`config.mk`:
```
export PLATFORM = sky130hd
export DESIGN_NAME = uart_rx_top_flat
export DESIGN_NICKNAME = d
export VERILOG_FILES = /design/src/rtl/uart_pkg.sv /design/src/rtl/uart_rx_top_if.sv /design/src/rtl/uart_rx_bit.sv /design/src/rtl/uart_rx_top.sv /design/src/flat_wrapper.sv
export SDC_FILE = /design/constraint.sdc
export NUM_CORES = 1
export LEC_CHECK = 0
export BUFFER_PORTS_ARGS = -buffer_cell sky130_fd_sc_hd__buf_2
export CORE_MARGIN = 5
export CORE_UTILIZATION = 50
export CTS_CLUSTER_SIZE = 20
export DETAILED_ROUTE_END_ITERATION = 7
export GPL_TIMING_DRIVEN = 0
export PLACE_DENSITY = 0.74
export SYNTH_ARGS = -nofsm -noshare
export SYNTH_HDL_FRONTEND = slang
export SYNTH_SLANG_ARGS = --single-unit
```
`constraint.sdc`:
```
create_clock -name clk -period 10.3 [get_ports clk]
set_input_delay 2.06 -clock clk [delete_from_list [all_inputs] [get_ports clk]]
set_output_delay 2.06 -clock clk [all_outputs]
set_load 0.01 [all_outputs]
```
`src/rtl/uart_pkg.sv`:
```
// Shared definitions for the memory-mapped UART.
// Holds the CPU bus addresses, the receive FSM state encoding and the
// bit positions of the receive status word.
package uart_pkg;

  localparam logic [31:0] UART_TX_ADDR      = 32'h0000_7000;
  localparam logic [31:0] UART_RX_DATA_ADDR = 32'h0000_7004;
  localparam logic [31:0] UART_RX_STAT_ADDR = 32'h0000_7008;

  typedef enum logic [1:0] {
    RX_IDLE  = 2'd0,
    RX_START = 2'd1,
    RX_DATA  = 2'd2,
    RX_STOP  = 2'd3
  } rx_state_e;

  // Receive status word layout
  localparam int STAT_NE_BIT   = 0;
  localparam int STAT_FULL_BIT = 1;
  localparam int STAT_OVR_BIT  = 2;
  localparam int STAT_FERR_BIT = 3;
  localparam int STAT_BCNT_LSB = 4;
  localparam int STAT_CNT_LSB  = 8;

endpackage

```
`src/rtl/uart_rx_top_if.sv`:
```
// CPU-side bus of the UART receiver.
//   re      : read strobe, one clk cycle per access
//   address : byte address
//   dataOut : read data, combinational from address
//   rx_irq  : high while the receive FIFO holds a word
interface uart_rx_top_if;
  logic        re;
  logic [31:0] address;
  logic [31:0] dataOut;
  logic        rx_irq;

  modport master (output re, output address, input dataOut, input rx_irq);
  modport slave  (input re, input address, output dataOut, output rx_irq);
endinterface

```
`src/rtl/uart_rx_bit.sv`:
```
// Bit-level 8N1 receiver: two-flop synchroniser, 16x oversample tick
// generator and deframing FSM.
//   clk, reset_n : clock, asynchronous active-low reset
//   rx           : raw serial input, idle high
//   byte_valid   : one-cycle pulse when a byte with a good stop bit completes
//   byte_data    : received byte, valid with byte_valid
//   ferr_pulse   : one-cycle pulse when a stop bit samples low
module uart_rx_bit
  import uart_pkg::*;
#(
  parameter int BAUD_DIV = 54
) (
  input  logic       clk,
  input  logic       reset_n,
  input  logic       rx,
  output logic       byte_valid,
  output logic [7:0] byte_data,
  output logic       ferr_pulse
);

  logic        sync1_q, sync2_q;
  logic [15:0] tcnt_q, tcnt_d;
  logic        tick;
  rx_state_e   state_q, state_d;
  logic [3:0]  sc_q, sc_d;
  logic [2:0]  bit_q, bit_d;
  logic        brk_q, brk_d;
  logic [7:0]  shift_q, shift_d;

  // Free-running divider; never realigned to the start bit.
  assign tick   = (tcnt_q == 16'(BAUD_DIV - 1));
  assign tcnt_d = tick ? 16'd0 : tcnt_q + 16'd1;

  always_ff @(posedge clk or negedge reset_n) begin
    if (!reset_n) begin
      sync1_q <= 1'b1;
      sync2_q <= 1'b1;
      tcnt_q  <= '0;
      state_q <= RX_IDLE;
      sc_q    <= '0;
      bit_q   <= '0;
      brk_q   <= 1'b0;
    end else begin
      sync1_q <= rx;
      sync2_q <= sync1_q;
      tcnt_q  <= tcnt_d;
      state_q <= state_d;
      sc_q    <= sc_d;
      bit_q   <= bit_d;
      brk_q   <= brk_d;
    end
  end

  always_ff @(posedge clk) begin
    shift_q <= shift_d;
  end

  always_comb begin
    state_d    = state_q;
    sc_d       = sc_q;
    bit_d      = bit_q;
    brk_d      = brk_q;
    shift_d    = shift_q;
    byte_valid = 1'b0;
    ferr_pulse = 1'b0;
    case (state_q)
      RX_IDLE: begin
        if (tick && !sync2_q) begin
          state_d = RX_START;
          sc_d    = '0;
        end
      end
      RX_START: begin
        if (tick) begin
          // Half a bit after detection: confirm the start bit is still low.
          if (sc_q == 4'd7) begin
            sc_d  = '0;
            bit_d = '0;
            state_d = sync2_q ? RX_IDLE : RX_DATA;
          end else begin
            sc_d = sc_q + 4'd1;
          end
        end
      end
      RX_DATA: begin
        if (tick) begin
          if (sc_q == 4'd15) begin
            sc_d    = '0;
            shift_d = {sync2_q, shift_q[7:1]};
            if (bit_q == 3'd7) state_d = RX_STOP;
            else               bit_d   = bit_q + 3'd1;
          end else begin
            sc_d = sc_q + 4'd1;
          end
        end
      end
      RX_STOP: begin
        if (brk_q) begin
          // After a framing error, wait for the line to return high.
          if (sync2_q) begin
            brk_d   = 1'b0;
            state_d = RX_IDLE;
          end
        end else if (tick) begin
          if (sc_q == 4'd15) begin
            sc_d = '0;
            if (sync2_q) begin
              byte_valid = 1'b1;
              state_d    = RX_IDLE;
            end else begin
              ferr_pulse = 1'b1;
              brk_d      = 1'b1;
            end
          end else begin
            sc_d = sc_q + 4'd1;
          end
        end
      end
      default: state_d = RX_IDLE;
    endcase
  end

  assign byte_data = shift_q;

endmodule

```
`src/rtl/uart_rx_top.sv`:
```
// Memory-mapped UART receiver. Packs received bytes MSB-first into 32-bit
// words and buffers them in a FIFO read by the CPU.
//   clk, reset_n : clock, asynchronous active-low reset
//   rx           : serial input, idle high
//   bus          : CPU read port (re, address, dataOut) and rx_irq
module uart_rx_top
  import uart_pkg::*;
#(
  parameter int BAUD_DIV = 54,
  parameter int FIFO_AW  = 3
) (
  input  logic         clk,
  input  logic         reset_n,
  input  logic         rx,
  uart_rx_top_if.slave bus
);

  localparam int DEPTH = 1 << FIFO_AW;

  logic       byte_valid;
  logic [7:0] byte_data;
  logic       ferr_pulse;

  uart_rx_bit #(.BAUD_DIV(BAUD_DIV)) u_bit (
    .clk        (clk),
    .reset_n    (reset_n),
    .rx         (rx),
    .byte_valid (byte_valid),
    .byte_data  (byte_data),
    .ferr_pulse (ferr_pulse)
  );

  logic [1:0]         bcnt_q, bcnt_d;
  logic [23:0]        word_q, word_d;
  logic [FIFO_AW-1:0] wptr_q, rptr_q;
  logic [FIFO_AW:0]   cnt_q;
  logic               ferr_q, ovr_q;
  logic [31:0]        mem_q [DEPTH];

  logic empty, full, sel_data, sel_stat, pop, push_req, push, ovr_set, stat_clr;
  logic [31:0] push_word, stat;
  logic [3:0]  cnt4;

  assign empty = (cnt_q == '0);
  // Count never exceeds DEPTH, so its top bit alone means full.
  assign full  = cnt_q[FIFO_AW];

  assign sel_data = (bus.address == UART_RX_DATA_ADDR);
  assign sel_stat = (bus.address == UART_RX_STAT_ADDR);
  assign pop      = bus.re && sel_data && !empty;
  assign stat_clr = bus.re && sel_stat;

  // Byte 3 bypasses the word register and goes straight into the FIFO.
  assign push_req  = byte_valid && (bcnt_q == 2'd3);
  assign push_word = {word_q, byte_data};
  assign push      = push_req && (!full || pop);
  assign ovr_set   = push_req && full && !pop;

  always_comb begin
    word_d = word_q;
    bcnt_d = bcnt_q;
    if (byte_valid) begin
      case (bcnt_q)
        2'd0:    word_d[23:16] = byte_data;
        2'd1:    word_d[15:8]  = byte_data;
        2'd2:    word_d[7:0]   = byte_data;
        default: word_d        = word_q;
      endcase
      bcnt_d = bcnt_q + 2'd1;
    end
  end

  always_ff @(posedge clk or negedge reset_n) begin
    if (!reset_n) begin
      bcnt_q <= '0;
      wptr_q <= '0;
      rptr_q <= '0;
      cnt_q  <= '0;
      ferr_q <= 1'b0;
      ovr_q  <= 1'b0;
    end else begin
      bcnt_q <= bcnt_d;
      if (push) wptr_q <= wptr_q + 1'b1;
      if (pop)  rptr_q <= rptr_q + 1'b1;
      if (push && !pop)      cnt_q <= cnt_q + 1'b1;
      else if (pop && !push) cnt_q <= cnt_q - 1'b1;
      // A set event in the clearing cycle wins.
      ferr_q <= ferr_pulse | (ferr_q & ~stat_clr);
      ovr_q  <= ovr_set    | (ovr_q  & ~stat_clr);
    end
  end

  always_ff @(posedge clk) begin
    word_q <= word_d;
    if (push) mem_q[wptr_q] <= push_word;
  end

  assign cnt4 = 4'(cnt_q);

  always_comb begin
    stat                          = '0;
    stat[STAT_CNT_LSB +: 4]       = cnt4;
    stat[STAT_BCNT_LSB +: 2]      = bcnt_q;
    stat[STAT_FERR_BIT]           = ferr_q;
    stat[STAT_OVR_BIT]            = ovr_q;
    stat[STAT_FULL_BIT]           = full;
    stat[STAT_NE_BIT]             = !empty;
  end

  always_comb begin
    bus.dataOut = '0;
    if (sel_data && !empty) bus.dataOut = mem_q[rptr_q];
    else if (sel_stat)      bus.dataOut = stat;
  end

  assign bus.rx_irq = !empty;

endmodule

```
`src/flat_wrapper.sv`:
```
// flat-port wrapper written by rule: the top's interface ports become plain ports
module uart_rx_top_flat import uart_pkg::*;
#(
  parameter int BAUD_DIV = 54,
  parameter int FIFO_AW  = 3
)
  (clk, reset_n, rx, bus_re, bus_address, bus_dataOut, bus_rx_irq);
  uart_rx_top_if bus_i ();
  input  logic clk;
  input  logic reset_n;
  input  logic rx;
  input wire logic [$bits(bus_i.re)-1:0] bus_re;
  input wire logic [$bits(bus_i.address)-1:0] bus_address;
  output wire logic [$bits(bus_i.dataOut)-1:0] bus_dataOut;
  output wire logic [$bits(bus_i.rx_irq)-1:0] bus_rx_irq;
  assign bus_i.re = bus_re;
  assign bus_i.address = bus_address;
  assign bus_dataOut = bus_i.dataOut;
  assign bus_rx_irq = bus_i.rx_irq;
  uart_rx_top #(.BAUD_DIV(BAUD_DIV), .FIFO_AW(FIFO_AW)) u_core (.clk(clk), .reset_n(reset_n), .rx(rx), .bus(bus_i));
endmodule
```
==> PnR_summary.wiki, run 1 <==
{| class="wikitable"
! Metric !! Value
|-
| Slew Limit Fails || 0
|-
| Final antenna-violating net count || 0
|-
| Total congestion overflow || 0
|-
| DR vias/cell || 5.79
|-
| Vias in the first global route || between 7000 and 8000
|-
| Standard-cell row count || 59
|-
| Reg2Reg Depth || 8
|-
| Count of H-tree levels built during CTS || 1
|-
| Highest-count cells in the layout ignoring fill and taps || sky130_fd_sc_hd__edfxtp_1, sky130_fd_sc_hd__buf_2, sky130_fd_sc_hd__mux4_2
|-
| Critical register-to-register path startpoint || u_core.u_bit.sc_q[0]
|-
| Cell at the root of the clock tree || sky130_fd_sc_hd__clkbuf_16
|-
| Reg-to-reg endpoint || u_core.mem_q[5][14]
|-
| Clock slew at the register clock pins of the worst setup and hold paths || about 0.060 ns
|-
| CP arrival || roughly 4 ns
|-
| Syn_nets || about 730
|-
| Clock latency at the later pin of the worst-skew pair || roughly 0.57 ns
|-
| TritonCTS clock tree || built
|-
| Layout Skew || between 0.01 and 0.015 ns
|-
| Inserted Diodes || 0
|-
| Hold WC Path Type || reg2reg
|-
| CP Max Fanout || 10
|-
| Largest cells by area after synthesis || sky130_fd_sc_hd__edfxtp_1, sky130_fd_sc_hd__mux4_2, sky130_fd_sc_hd__dfrtp_1, sky130_fd_sc_hd__mux2i_1, sky130_fd_sc_hd__ha_1
|-
| Overall power after layout || 2.67 mW
|-
| Number of warnings issued by yosys || 0
|-
| Hold Fails Final Rpt || 0
|-
| Effective utilization at floorplan || between 50% and 60%
|-
| Initial antenna violation count || 0
|-
| Post-DR wirelength/cell || about 23 um
|-
| Number of top-level design ports || between 60 and 70
|-
| Area of the die || 0.0297 mm2
|-
| Worst ir drop on vdd || 0.162 mV
|-
| Post-Synthesis Cells || 680
|-
| Routability congestion estimate from global placement || about 0.8
|-
| Drt initial violations || ~600
|-
| Worst setup path endpoint || bus_dataOut[0]
|-
| Fraction of power consumed by combinational cells || less than 1%
|-
| Final net count || ~860
|-
| Half-perimeter wire length of the detailed placement result || 17700 um
|-
| Maximum clock insertion buffer count || 3
|-
| Most frequently used flop master after synthesis || sky130_fd_sc_hd__edfxtp_1
|-
| Global-route wire length before repair || between 40000 and 50000 um
|-
| Std-Cell Core Area || ~0.026 mm2
|-
| Net switching power || 0.500 mW
|-
| Ratio of final minimum period to clock period || approximately 58%
|-
| Ratio of cells with drive above 1 in the final layout || a little under a third
|-
| Proportion of synthesized flip-flops having asynchronous set or reset || 12.7%
|-
| Routed wire length || roughly 27000 um
|-
| Mean instance size in the synthesized netlist || roughly 19 um2
|-
| Sort of element at the start of the critical path || input pin
|-
| Hold bufs inserted after CTS || 0
|-
| Overall via count from detail_route || 6778
|-
| Worst R2R Setup Slack || roughly 7.1 ns
|-
| Setup tns final || 0 ns
|-
| Share of Yosys cell area claimed by the top area cell type || 65.7%
|-
| CTS Sinks || 330
|-
| Crit path capture type || output port
|-
| TritonCTS buffer count || 31
|-
| Setup Buffers After CTS || 0
|-
| Proportion of power drawn by flip-flops and latches || 53.7%
|-
| Total setup violations reported at the end of the flow || 0
|-
| Power per Cell Area || roughly 170 mW/mm2
|-
| Number of flip-flops and latches in the synthesized netlist || 330
|-
| Total standard cell area after synthesis || roughly 0.013 mm2
|-
| Part of the total power dissipated in the clock network || a little under half
|-
| Switching share of power || between 10% and 20%
|-
| Area grow syn2layout || 16.7%
|-
| Floorplan die height || ~170 um
|-
| Residual DRC count || 0
|-
| Internal power of the cells || around 2.2 mW
|-
| Library cell occupying the most area in the post-synthesis netlist || sky130_fd_sc_hd__edfxtp_1
|-
| Critical path class || in2out
|-
| Die span in x || 172 um
|-
| Filler Cells Inserted || around 1900
|-
| Max_cap viols || 0
|-
| IO Port Bufs || 68
|-
| Max_slew headroom || between 30 and 40%
|-
| Maximum number of pins on one net before global-route repair || 43
|-
| Maximum frequency from static timing analysis || around 170 MHz
|-
| Number of flops mapped to enable cells by yosys || 288
|-
| Final worst hold slack || ~0.37 ns
|-
| Gates resized, CTS repair || 0
|-
| Synth unique cells || 59
|-
| Number of detailed-routing iterations run before antenna repair || 5
|-
| Count of placed standard cells in the final layout, fillers left out || 1170
|-
| Leading cell type in the layout, fill and taps excluded || sky130_fd_sc_hd__edfxtp_1
|-
| Post-Place Cells || about 1100
|-
| All-layer global routing usage || a little under a fifth
|-
| Setup repair after global routing missed its margin || no
|-
| Launching instance or port of the critical path || bus_address[0]
|-
| Critical path required time || 8.24 ns
|-
| Part of the Yosys area used for sequential elements || between 70% and 80%
|-
| Run status || finished clean
|-
| Transition time of the tightest slew-check pin || 0.988 ns
|-
| Reported leakage power || 5.21 nW
|-
| Shortest period the worst path allows || between 5 and 6 ns
|-
| End-of-flow core utilization || 59.1%
|}
-- power groups by stage --
stage	sequential, mW	clock, mW	combinational, mW
2_1_floorplan	1.46	0	0.00191
3_3_place_gp	1.46	0	0.0125
3_5_place_dp	1.46	0	0.0128
4_1_cts	1.43	1.24	0.0129
5_1_grt	1.43	1.30	0.0144
6_report	1.43	1.22	0.0126
-- flip-flops by register name (all words and copies together) (netlist names), named ones only --
signal,flops
u_core.mem_q,256
u_core.word_q,24
u_core.u_bit.tcnt_q,16
u_core.u_bit.byte_data,8
u_core.cnt4,4
u_core.u_bit.sc_q,4
u_core.rptr_q,3
u_core.u_bit.bit_q,3
u_core.wptr_q,3
u_core.bcnt_q,2
u_core.ferr_q,1
u_core.ovr_q,1
u_core.u_bit.brk_q,1
u_core.u_bit.state_q,1
u_core.u_bit.sync1_q,1
u_core.u_bit.sync2_q,1
-- worst max-delay path: stages --
cell and delay, ns:
sky130_fd_sc_hd__buf_2 0.10, sky130_fd_sc_hd__nor4_1 0.32, sky130_fd_sc_hd__nand4_1 0.26, sky130_fd_sc_hd__nor4b_1 0.45
sky130_fd_sc_hd__buf_2 0.30, sky130_fd_sc_hd__nand2_1 0.12, sky130_fd_sc_hd__o21ai_0 0.15, sky130_fd_sc_hd__buf_2 0.19
-- stage by stage --
stage | worst slack [ns] | cell area (um2)
after floorplan | 3.62 | 13200
after global placement | 0.175 | 13900
after detailed placement | 4.28 | 14200
after CTS | 4.26 | 15400
after global routing | 4.17 | 15400
final | 4.30 | 15400
-- synthesized netlist by cell type (3+ instances only) --
cell type	instances
sky130_fd_sc_hd__and3_1	8
sky130_fd_sc_hd__nor3_1	9
sky130_fd_sc_hd__nor4_2	4
sky130_fd_sc_hd__buf_2	13
sky130_fd_sc_hd__nand3_1	13
sky130_fd_sc_hd__clkbuf_1	9
sky130_fd_sc_hd__ha_1	14
sky130_fd_sc_hd__edfxtp_1	288
sky130_fd_sc_hd__nand4_1	4
sky130_fd_sc_hd__nand2_1	24
sky130_fd_sc_hd__xor2_1	6
sky130_fd_sc_hd__o21ai_0	9
sky130_fd_sc_hd__dfrtp_1	40
sky130_fd_sc_hd__nor4b_4	3
sky130_fd_sc_hd__mux2i_1	32
sky130_fd_sc_hd__nor4_1	6
sky130_fd_sc_hd__nor2_1	34
sky130_fd_sc_hd__nor4b_1	3
sky130_fd_sc_hd__a21o_1	4
sky130_fd_sc_hd__mux2_2	4
sky130_fd_sc_hd__buf_1	4
sky130_fd_sc_hd__inv_1	13
sky130_fd_sc_hd__mux4_2	64
sky130_fd_sc_hd__o21ai_1	8
sky130_fd_sc_hd__a21oi_1	5
sky130_fd_sc_hd__xnor2_1	16
-- area by class of cell --
type | count | area [um2] | share of cell area, %
Sequential cell | 330 | 9700 | 63.2
Clock buffer | 34 | 787 | 5.13
Buffer | 29 | 144 | 0.937
Clock inverter | 24 | 322 | 2.09
Tap cell | 335 | 419 | 2.73
Inverter | 13 | 48.8 | 0.318
Timing Repair Buffer | 97 | 637 | 4.15
Multi-Input combinational cell | 308 | 3290 | 21.5
-- worst min path at each step --
stage                              start                   end  slack, ns  cells after the start
floorplan           u_core.u_bit.sync1_q  u_core.u_bit.sync2_q       0.35                      0
global placement    u_core.u_bit.sync1_q  u_core.u_bit.sync2_q       0.35                      0
detailed placement  u_core.u_bit.sync1_q  u_core.u_bit.sync2_q       0.35                      0
CTS                 u_core.u_bit.sync1_q  u_core.u_bit.sync2_q       0.37                      0
global route        u_core.u_bit.sync1_q  u_core.u_bit.sync2_q       0.37                      0
finish              u_core.u_bit.sync1_q  u_core.u_bit.sync2_q       0.37                      0
-- routing by layer --
| layer | up-vias | part of all wire (%) | GRT usage [%] |
|---|---|---|---|
| li1 | 2988 | - | - |
| met1 | 3491 | 43 | 26.7 |
| met2 | 259 | 49 | 30.5 |
| met3 | 40 | 6.5 | 3.25 |
| met4 | 0 | 1.7 | 3.38 |
| met5 | - | 0 | 0 |
-- cell families after synthesis --
| family | count (synthesis) | share of synthesized area, % |
|---|---|---|
| AND/OR/NAND/NOR | 129 | 5.95 |
| multiplexers | 100 | 13.7 |
| XOR/XNOR | 22 | 1.46 |
| flip-flops | 330 | 73.7 |
| adder cells (fa/ha/maj) | 15 | 1.48 |
| AO/OA/AOI/OAI | 42 | 2.17 |
| buffers and inverters | 42 | 1.46 |
Note: power is estimated with default switching activity, not from simulation.
==> run 2: changes to the inputs <==
--- a/config.mk
+++ b/config.mk
@@ -11,7 +11,7 @@
 export CTS_CLUSTER_SIZE = 20
 export DETAILED_ROUTE_END_ITERATION = 7
 export GPL_TIMING_DRIVEN = 0
-export PLACE_DENSITY = 0.74
+export PLACE_DENSITY = 0.77
 export SYNTH_ARGS = -nofsm -noshare
 export SYNTH_HDL_FRONTEND = slang
 export SYNTH_SLANG_ARGS = --single-unit
==> constraint.sdc (replaced) <==
create_clock -name clk -period 5.11 [get_ports clk]
set_input_delay 1.022 -clock clk [delete_from_list [all_inputs] [get_ports clk]]
set_output_delay 1.022 -clock clk [all_outputs]
set_load 0.01 [all_outputs]
==> run 2 against run 1 <==
  * Final cell count down 0.17%
  * Count of clock-buffer cells in the layout up 2
  * Wire length down 1.9%
  * Global-route usage down 0.18 points
  * Register-to-register slack worse by 5.4 ns
  * Clock power up 77%
  * Critical path depth down 2
  * Cell area down 1.1%
  * Power up 90%
  * Die area unchanged
  * Setup slack worse by 3.3 ns
  * Critical path type is now reg2out
  * Critical endpoint is now bus_dataOut[10]
  * Highest routed layer unchanged
==> PnR_summary.wiki, run 2 (synthesis gave the netlist of run 1 again) <==
{| class="wikitable"
! Metric !! Value
|-
| Leading cell type in the layout, fill and taps excluded || sky130_fd_sc_hd__edfxtp_1
|-
| Run status || finished clean
|-
| Final net count || 859 (-0.23%)
|-
| Total setup violations reported at the end of the flow || 0 (unchanged)
|-
| Hold bufs inserted after CTS || 0 (unchanged)
|-
| WHS Endpoint || u_core.u_bit.sync2_q
|-
| Floorplan die height || 172 um (unchanged)
|-
| Max_slew headroom || 32.2% (-1.7 points)
|-
| Hold Path Depth || 0 (unchanged)
|-
| Hold Path Origin || u_core.u_bit.sync1_q
|-
| Clock latency at the later pin of the worst-skew pair || 0.57 ns (about the same)
|-
| Critical path class || reg2out
|-
| Slew Limit Fails || 0 (unchanged)
|-
| Reg-to-reg endpoint || u_core.mem_q[7][14]
|-
| Count of placed standard cells in the final layout, fillers left out || 1168 (-0.17%)
|-
| Shortest period the worst path allows || 4.12 ns
|-
| Die span in x || 172 um (unchanged)
|-
| Standard-cell row count || 59 (unchanged)
|-
| Layout Skew || 0.0254 ns (+0.0130 ns)
|-
| Critical path required time || 4.09 ns (-4.15 ns)
|-
| Slowest stage cell, crit path || sky130_fd_sc_hd__clkbuf_1
|-
| Ratio of final minimum period to clock period || 80.6%
|-
| Total congestion overflow || 0 (unchanged)
|-
| TritonCTS buffer count || 31 (unchanged)
|-
| Flip-flop count of the largest register after layout || 256 (unchanged)
|-
| CP Max Fanout || 10 (unchanged)
|-
| Setup Buffers After CTS || 0 (unchanged)
|-
| Routability congestion estimate from global placement || 0.812 (+3.4%)
|-
| Cell Chain, Critical Path || clkbuf_1, clkbuf_1, mux4_2, mux2i_1, o21ai_1, buf_2
|-
| Cell at the root of the clock tree || sky130_fd_sc_hd__clkbuf_16
|-
| Critical register-to-register path startpoint || u_core.u_bit.sc_q[0]
|-
| Registers with the highest flip-flop counts || u_core.mem_q: 256 flops, u_core.word_q: 24 flops, u_core.u_bit.tcnt_q: 16 flops
|-
| Clock slew at the register clock pins of the worst setup and hold paths || 0.06 ns (about the same)
|-
| Part of the total power dissipated in the clock network || 42.5% (-3.3 points)
|-
| Final antenna-violating net count || 0 (unchanged)
|-
| Worst ir drop on vdd || 0.239 mV (+47%)
|-
| Worst R2R Setup Slack || 1.67 ns (-5.41 ns)
|-
| Cell type with the highest occurrence count on the critical path || sky130_fd_sc_hd__clkbuf_1
|-
| Reported leakage power || 5.14 nW (-1.3%)
|-
| Area of the die || 0.0297 mm2 (unchanged)
|-
| Max_cap viols || 0 (unchanged)
|-
| Hold WC Path Type || reg2reg
|-
| Hold Fails Final Rpt || 0 (unchanged)
|-
| Drt initial violations || 706 (+18%)
|-
| TritonCTS clock tree || built
|-
| Ratio of cells with drive above 1 in the final layout || 28.9% (-1.1 points)
|-
| Effective utilization at floorplan || 50.6% (unchanged)
|-
| Biggest register || u_core.mem_q
|-
| Number of top-level design ports || 69 (unchanged)
|-
| Routed wire length || 26200 um (-1.9%)
|-
| CP arrival || 3.10 ns (-0.84 ns)
|-
| DR vias/cell || 5.83 (+0.69%)
|-
| Setup repair after global routing missed its margin || no
|-
| Transition time of the tightest slew-check pin || 1.02 ns (+0.0290 ns)
|-
| Crit path capture type || output port
|-
| Overall power after layout || 5.07 mW (+90%)
|-
| All-layer global routing usage || 18.3% (-0.18 points)
|-
| Peak per-stage delay on the critical path || 0.68 ns (+0.23 ns)
|-
| Power per Cell Area || 334 mW/mm2 (+92%)
|-
| Proportion of power drawn by flip-flops and latches || 57.0% (+3.3 points)
|-
| Fraction of power consumed by combinational cells || 0.5% (about the same)
|-
| Highest-count cells in the layout ignoring fill and taps || sky130_fd_sc_hd__edfxtp_1, sky130_fd_sc_hd__buf_2, sky130_fd_sc_hd__mux4_2
|-
| Overall via count from detail_route || 6813 (+0.52%)
|-
| Maximum number of pins on one net before global-route repair || 43 (unchanged)
|-
| Gates resized, CTS repair || 0 (unchanged)
|-
| Sort of element at the start of the critical path || register
|-
| Post-Place Cells || 1110 (-0.18%)
|-
| IO Port Bufs || 68 (unchanged)
|-
| Maximum frequency from static timing analysis || ~240 MHz
|-
| Area grow syn2layout || 15.4%
|-
| Internal power of the cells || 4.12 mW (+90%)
|-
| Count of H-tree levels built during CTS || 1 (unchanged)
|-
| Global-route wire length before repair || 41000 um (-1.0%)
|-
| Vias in the first global route || 6931 (-3.0%)
|-
| Net switching power || 0.957 mW (+92%)
|-
| Maximum clock insertion buffer count || 3 (unchanged)
|-
| Initial antenna violation count || 0 (unchanged)
|-
| Inserted Diodes || 0 (unchanged)
|-
| Std-Cell Core Area || 0.0260 mm2 (unchanged)
|-
| CTS Sinks || 330 (unchanged)
|-
| Residual DRC count || 0 (unchanged)
|-
| Number of detailed-routing iterations run before antenna repair || 5 (unchanged)
|-
| Reg2Reg Depth || 10 (+2)
|-
| Switching share of power || 18.9% (+0.16 points)
|-
| Half-perimeter wire length of the detailed placement result || 17200 um (-2.9%)
|-
| Post-DR wirelength/cell || 22.4 um (-1.8%)
|}
-- run 2: area by class of cell --
class / instances / area (um2)
tap: 335 / 419
clock buffer: 36 / 795
fill: 1863 / 10800
buffer: 29 / 144
clock inverter: 22 / 163
timing repair buffer: 95 / 614
sequential: 330 / 9700
inverter: 13 / 48.8
multi-input combinational: 308 / 3290
-- run 2: worst max-delay path by stage --
| stage | start | end | slack [ns] | cells past startpoint |
|---|---|---|---|---|
| after floorplan | bus_address[18] | u_core.mem_q[0][0] | -0.54 | 6 |
| after global placement | bus_address[26] | u_core.mem_q[0][17] | -4.01 | 7 |
| after detailed placement | bus_address[18] | u_core.mem_q[7][20] | 0.95 | 10 |
| after CTS | u_core.rptr_q[1] | bus_dataOut[11] | 1.0 | 6 |
| after global routing | u_core.rptr_q[1] | bus_dataOut[5] | 0.84 | 6 |
| final | u_core.rptr_q[1] | bus_dataOut[10] | 0.99 | 6 |
-- run 2: metal layers --
metal  global-route usage [%]  wire, um  vias up
li1                         -         -     2988
met1                     27.3     11200     3509
met2                     29.1     12600      279
met3                     2.79      1840       37
met4                     4.17       569        0
met5                        0         0        -
-- run 2: per-stage QoR --
stage	utilization, %	instance area (um2)	setup TNS (ns)	hold WS, ns	setup WS, ns
global placement	53.6	13900	-421.04	0.347	-4.01
finish	58.4	15200	0	0.363	0.993
detailed placement	54.7	14200	0	0.348	0.953
global route	58.4	15200	0	0.367	0.837
CTS	58.4	15200	0	0.364	0.997
floorplan	-	13200	-34.35	0.345	-0.537
-- run 2: critical path: cells and delay by family, from the launching register on --
kind,cells,cell delay [ns]
mux,2,0.75
compound gates,1,0.11
flops,1,0.37
buf+inv,3,1.30
-- run 2: power groups by stage --
stage | combinational [mW] | clock [mW] | sequential [mW]
after floorplan | 0.00385 | 0 | 2.95
after global placement | 0.0250 | 0 | 2.95
after detailed placement | 0.0256 | 0 | 2.95
after CTS | 0.0257 | 2.19 | 2.89
after global routing | 0.0286 | 2.32 | 2.89
final | 0.0252 | 2.16 | 2.89
